### src/rtl/rle_encoder.sv
// Run-length encoder: collapses a valid/ready word stream into (value, repeat-1)
// pairs written to the decoder's pair memory. Define RLE_STATS_EN for in_word_cnt.
module rle_encoder #(
  parameter int DW    = 32,
  parameter int CW    = 4,
  parameter int AW    = 10,
  parameter int DEPTH = 1024
) (
  input  logic          CLK,
  input  logic          RST,
  input  logic          in_valid,
  input  logic [DW-1:0] in_data,
  input  logic          in_last,
  input  logic          flush,
  output logic          in_ready,
  output logic          CS,
  output logic          wr_en,
  output logic [AW-1:0] wr_adr,
  output logic [DW-1:0] wr_din,
  output logic [CW-1:0] wr_cin,
  output logic [AW:0]   pair_cnt,
  output logic          full,
  output logic          done
`ifdef RLE_STATS_EN
  ,
  output logic [31:0]   in_word_cnt
`endif
);

  typedef enum logic [1:0] {IDLE, RUN, FLUSH, DONE} state_t;

  localparam logic [CW-1:0] LEN_MAX = '1;
  localparam logic [AW+1:0] DEPTH_W = (AW+2)'(DEPTH);

  state_t        state;
  logic [DW-1:0] run_val;
  logic [CW-1:0] run_len;
  logic [AW+1:0] need;
  logic          has_room;
  logic          accept;
  logic          close_run;

  function automatic logic [31:0] sat_inc(input logic [31:0] v);
    return (v == 32'hFFFF_FFFF) ? v : v + 32'd1;
  endfunction

  // Slots needed if one more differing word arrives: committed pairs, the open run, the new run.
  assign need      = {1'b0, pair_cnt} + (AW+2)'(state == RUN) + (AW+2)'(1);
  assign has_room  = (need <= DEPTH_W);
  assign in_ready  = !RST && (state == IDLE || state == RUN) && has_room && !flush;
  assign full      = (state == RUN) && !has_room;
  assign accept    = in_valid && in_ready;
  assign close_run = (in_data != run_val) || (run_len == LEN_MAX);

  always_ff @(posedge CLK) begin
    if (RST) begin
      state    <= IDLE;
      CS       <= 1'b0;
      wr_en    <= 1'b0;
      wr_adr   <= '0;
      wr_din   <= '0;
      wr_cin   <= '0;
      pair_cnt <= '0;
      done     <= 1'b0;
    end else begin
      CS    <= 1'b0;
      wr_en <= 1'b0;
      case (state)
        IDLE: begin
          if (accept) begin
            state <= in_last ? FLUSH : RUN;
          end else if (flush) begin
            state <= DONE;
          end
        end
        RUN: begin
          if (accept) begin
            if (close_run) begin
              CS       <= 1'b1;
              wr_en    <= 1'b1;
              wr_adr   <= pair_cnt[AW-1:0];
              wr_din   <= run_val;
              wr_cin   <= run_len;
              pair_cnt <= pair_cnt + 1'b1;
            end
            if (in_last) state <= FLUSH;
          end else if (flush) begin
            state <= FLUSH;
          end
        end
        FLUSH: begin
          CS       <= 1'b1;
          wr_en    <= 1'b1;
          wr_adr   <= pair_cnt[AW-1:0];
          wr_din   <= run_val;
          wr_cin   <= run_len;
          pair_cnt <= pair_cnt + 1'b1;
          state    <= DONE;
        end
        default: done <= 1'b1;
      endcase
    end
  end

  // Open-run datapath; only ever written on an accepted word, so it needs no reset.
  always_ff @(posedge CLK) begin
    if (accept) begin
      if (state == RUN && !close_run) begin
        run_len <= run_len + 1'b1;
      end else begin
        run_val <= in_data;
        run_len <= '0;
      end
    end
  end

`ifdef RLE_STATS_EN
  always_ff @(posedge CLK) begin
    if (RST) begin
      in_word_cnt <= '0;
    end else if (accept) begin
      in_word_cnt <= sat_inc(in_word_cnt);
    end
  end
`endif

endmodule

### config.mk
export PLATFORM = sky130hd
export DESIGN_NAME = rle_encoder
export DESIGN_NICKNAME = d
export VERILOG_FILES = /design/src/rtl/rle_encoder.sv
export SDC_FILE = /design/constraint.sdc
export NUM_CORES = 1
export LEC_CHECK = 0
export BUFFER_PORTS_ARGS = -buffer_cell sky130_fd_sc_hd__buf_2
export CORE_ASPECT_RATIO = 0.8
export CORE_MARGIN = 2
export CORE_UTILIZATION = 49
export DETAILED_ROUTE_END_ITERATION = 10
export GPL_TIMING_DRIVEN = 0
export HOLD_SLACK_MARGIN = 0.02
export PLACE_DENSITY_LB_ADDON = 0.08
export SLEW_MARGIN = 0
export SYNTH_ARGS = -nofsm -noshare
export SYNTH_HDL_FRONTEND = slang
export SYNTH_SLANG_ARGS = --single-unit
### constraint.sdc
create_clock -name CLK -period 4.8 [get_ports CLK]
set_input_delay 0.24 -clock CLK [delete_from_list [all_inputs] [get_ports CLK]]
set_output_delay 0.24 -clock CLK [all_outputs]
set_load 0.02 [all_outputs]
==> results.json <==
{
  "area_post_placement_um2": 5050,
  "tritoncts_clock_tree": "yes",
  "first_iter_violations": 279,
  "setup.reg_to_reg.worst_slack_ns": 0.80,
  "final_net_count": 597,
  "worst_setup_path_start_kind": "flop",
  "finalSetupViolations": 0,
  "final_layout_size_suffix_gt1_share_pct": 25.7,
  "final_critical_path_setup_slack_ns": 0.640,
  "min_path_type": "in -> reg",
  "grt_max_degree": 30,
  "synthesis.area_um2": 4400,
  "post_cts.repair.setup_buffers": 0,
  "dieArea_um2": 9750,
  "final_cell_count_no_fill": 669,
  "die_h_um": 88.7,
  "period_minus_slack_ns": 4.16,
  "n_fill_cell": 757,
  "min-delay-start": "in_data[15]",
  "die_w_um": 110,
  "route.final.wire_length_um": 11300,
  "drt_first_pass_iters": 5,
  "antenna_found_initial": 0,
  "drv.max_cap_violation_count": 0,
  "crit-reg2reg-launch": "state[1]$_SDFFE_PP0P_",
  "critPathKind": "reg -> out",
  "buffer_ports.inserted": 97,
  "wl_per_cell_um": 16.9,
  "core_area_um2": 8600,
  "antennaDiodeCount": 0,
  "post_cts_resized": 0,
  "slowest_stage": "sky130_fd_sc_hd__or4_1",
  "finalInstanceArea_um2": 5230,
  "insertion_delay_ns": 0.36,
  "end_kind": "primary output",
  "post-route-util_pct": 60.9,
  "htree_num_levels": 3,
  "setup_tns_ns": 0,
  "timing.final.hold_violations": 0,
  "cts_num_sinks": 97,
  "tightestPinTransition_ns": 1.01,
  "dp_hpwl_um": 8050,
  "worstPathArrival_ns": 3.92,
  "syn_to_final_growth_pct": 19.0,
  "overflow": 0,
  "root_buffer": "sky130_fd_sc_hd__clkbuf_8",
  "clockBufferDepth": 2,
  "final_common_cell": "sky130_fd_sc_hd__buf_2",
  "static_leakage_nw": 2.08,
  "tritoncts.num_buffers": 9,
  "avgSynthCellArea_um2": 9.92,
  "initial_core_util_pct": 51.1,
  "critical_path_peak_fanout": 9,
  "design.portCount": 99,
  "grt_setup_unrepaired": "false",
  "netlist.top_cell.by_area": "sky130_fd_sc_hd__dfxtp_1",
  "cp_cell_sequence": "inv_1, ha_1, clkbuf_1, inv_1, ha_1, inv_1, ha_1, nand4_1, nor4_1, nor3_1, or4_1, buf_2, and2_1, nor4_1, buf_2",
  "worstPathRequired_ns": 4.56,
  "most-common-layout-cells": "sky130_fd_sc_hd__buf_2, sky130_fd_sc_hd__dfxtp_1, sky130_fd_sc_hd__nand3_1, sky130_fd_sc_hd__a21oi_1, sky130_fd_sc_hd__o21ai_0",
  "synth_cell_types": 46,
  "ys_seq_elements": 97,
  "ys_warn_count": 0,
  "post-place-ws_ns": 0.939,
  "power_density_nw_per_um2": 368,
  "rows": 30,
  "gp_routability_congestion": 0.910,
  "max_rail_drop_vdd_v": 0.000215,
  "route.detailed.vias_per_inst": 5.63,
  "dr_total_vias": 3765,
  "final-max-slew-violation-count": 0,
  "post_synth_inst_count": 443,
  "number_of_placed_instances_taps_included": 653,
  "critPathLaunch": "state[1]$_SDFFE_PP0P_",
  "fin_crit_sh_pct": 86.7,
  "grt.total_usage_pct": 23.7,
  "synth_edf_count": 36,
  "ys_dominant_reg_cell": "sky130_fd_sc_hd__dfxtp_1",
  "drtAntennaViolNets": 0,
  "grt_pass1_wl_um": 17600,
  "first_global_vias": 3529,
  "worst_case_headroom_to_the_max_slew_limit_pct": 31.8,
  "path_clk_slew_ns": 0.10,
  "max_freq_mhz": 240,
  "critPathMaxStageDelay_ns": 0.41,
  "postCtsHoldBufs": 0,
  "synth_top_area_share_pct": 27.8,
  "synth_area_leaders": "sky130_fd_sc_hd__dfxtp_1, sky130_fd_sc_hd__edfxtp_1, sky130_fd_sc_hd__a21oi_1",
  "drc": 0,
  "net_count_after_synthesis": 488,
  "ys_async_sr_fraction_pct": 0,
  "status": "completed",
  "clock_skew_ns": 0.00967,
  "synth.yosys.seq_area_share_pct": 52.4
}
worst paths after layout:
check	cells past startpoint	end
worst max-delay path	15	in_ready
worst min-delay path	1	run_val[15]$_DFFE_PP_
worst max register to register	15	run_val[9]$_DFFE_PP_
worst min register to register	2	wr_din[1]$_SDFFE_PP0P_
per-layer routing:
metal  share of wire, %  global-route usage (%)  wire, um
met1                 49                    34.9      5580
met2                 43                    35.4      4900
met3                6.7                    4.86       758
met4               0.81                    6.79        92
met5                  0                       0         0
area by class of cell:
| class | count | area, um^2 | area share [%] |
|---|---|---|---|
| Multi-Input combinational cell | 305 | 1890 | 36.2 |
| Sequential cell | 97 | 2300 | 44.0 |
| Clock buffer | 10 | 128 | 2.44 |
| Timing Repair Buffer | 98 | 505 | 9.66 |
| Clock inverter | 6 | 52.6 | 1.00 |
| Inverter | 7 | 26.3 | 0.502 |
| Tap cell | 112 | 140 | 2.68 |
| Buffer | 34 | 185 | 3.54 |
worst max-delay path, delay by kind of cell (launching register included):
kind                       cells  cell delay, ns
and+or+nand+nor                6            1.43
buffers and inverters          6            1.08
adders and majority gates      3            0.68
DFF                            1            0.35
where the power goes:
group | switching (mW) | internal, mW | total (mW)
registers | 0.0488 | 0.922 | 0.971
logic | 0.303 | 0.152 | 0.455
clock network | 0.305 | 0.196 | 0.501
total | 0.657 | 1.27 | 1.93
state kept, by name, summed over array words and instances, names as in the netlist:
signal and cells:
done 1, wr_cin 4, pair_cnt 11, wr_en 1, wr_adr 10, wr_din 32, run_val 32, run_len 4
state 2
synthesized netlist by cell type, types with 2 or more instances:
| master | count |
|---|---|
| sky130_fd_sc_hd__nor3_1 | 6 |
| sky130_fd_sc_hd__or3_1 | 2 |
| sky130_fd_sc_hd__buf_6 | 6 |
| sky130_fd_sc_hd__inv_1 | 7 |
| sky130_fd_sc_hd__nor2b_1 | 11 |
| sky130_fd_sc_hd__edfxtp_1 | 36 |
| sky130_fd_sc_hd__o21ai_0 | 43 |
| sky130_fd_sc_hd__nand4_1 | 4 |
| sky130_fd_sc_hd__mux2_2 | 8 |
| sky130_fd_sc_hd__nand3_1 | 54 |
| sky130_fd_sc_hd__a21oi_1 | 55 |
| sky130_fd_sc_hd__xor2_1 | 31 |
| sky130_fd_sc_hd__buf_1 | 2 |
| sky130_fd_sc_hd__nand2_1 | 11 |
| sky130_fd_sc_hd__nand2b_1 | 4 |
| sky130_fd_sc_hd__nor2_1 | 20 |
| sky130_fd_sc_hd__a211o_1 | 2 |
| sky130_fd_sc_hd__and2_1 | 2 |
| sky130_fd_sc_hd__a211oi_1 | 2 |
| sky130_fd_sc_hd__o2111ai_1 | 2 |
| sky130_fd_sc_hd__and3_1 | 3 |
| sky130_fd_sc_hd__nor4_1 | 11 |
| sky130_fd_sc_hd__xnor2_1 | 3 |
| sky130_fd_sc_hd__ha_1 | 8 |
| sky130_fd_sc_hd__buf_2 | 6 |
| sky130_fd_sc_hd__clkbuf_1 | 18 |
| sky130_fd_sc_hd__a31oi_1 | 2 |
| sky130_fd_sc_hd__dfxtp_1 | 61 |
| sky130_fd_sc_hd__nor3b_1 | 2 |
| sky130_fd_sc_hd__o21ai_1 | 5 |
stage by stage:
| step | total power, mW | hold slack, ns |
|---|---|---|
| after global placement | 1.42 | 0.442 |
| final | 1.93 | 0.0660 |
| after CTS | 1.93 | 0.0567 |
| after floorplan | 1.27 | 0.339 |
| after global routing | 2.02 | 0.0481 |
| after detailed placement | 1.44 | 0.444 |
cell families after synthesis:
group | share of synthesized area [%]
compound gates | 14.9
flops | 52.4
mux | 2.88
fa+ha+maj | 2.28
xor+xnor | 6.77
buf+inv | 4.81
simple gates | 15.9
(Power assumes the default switching activity.)
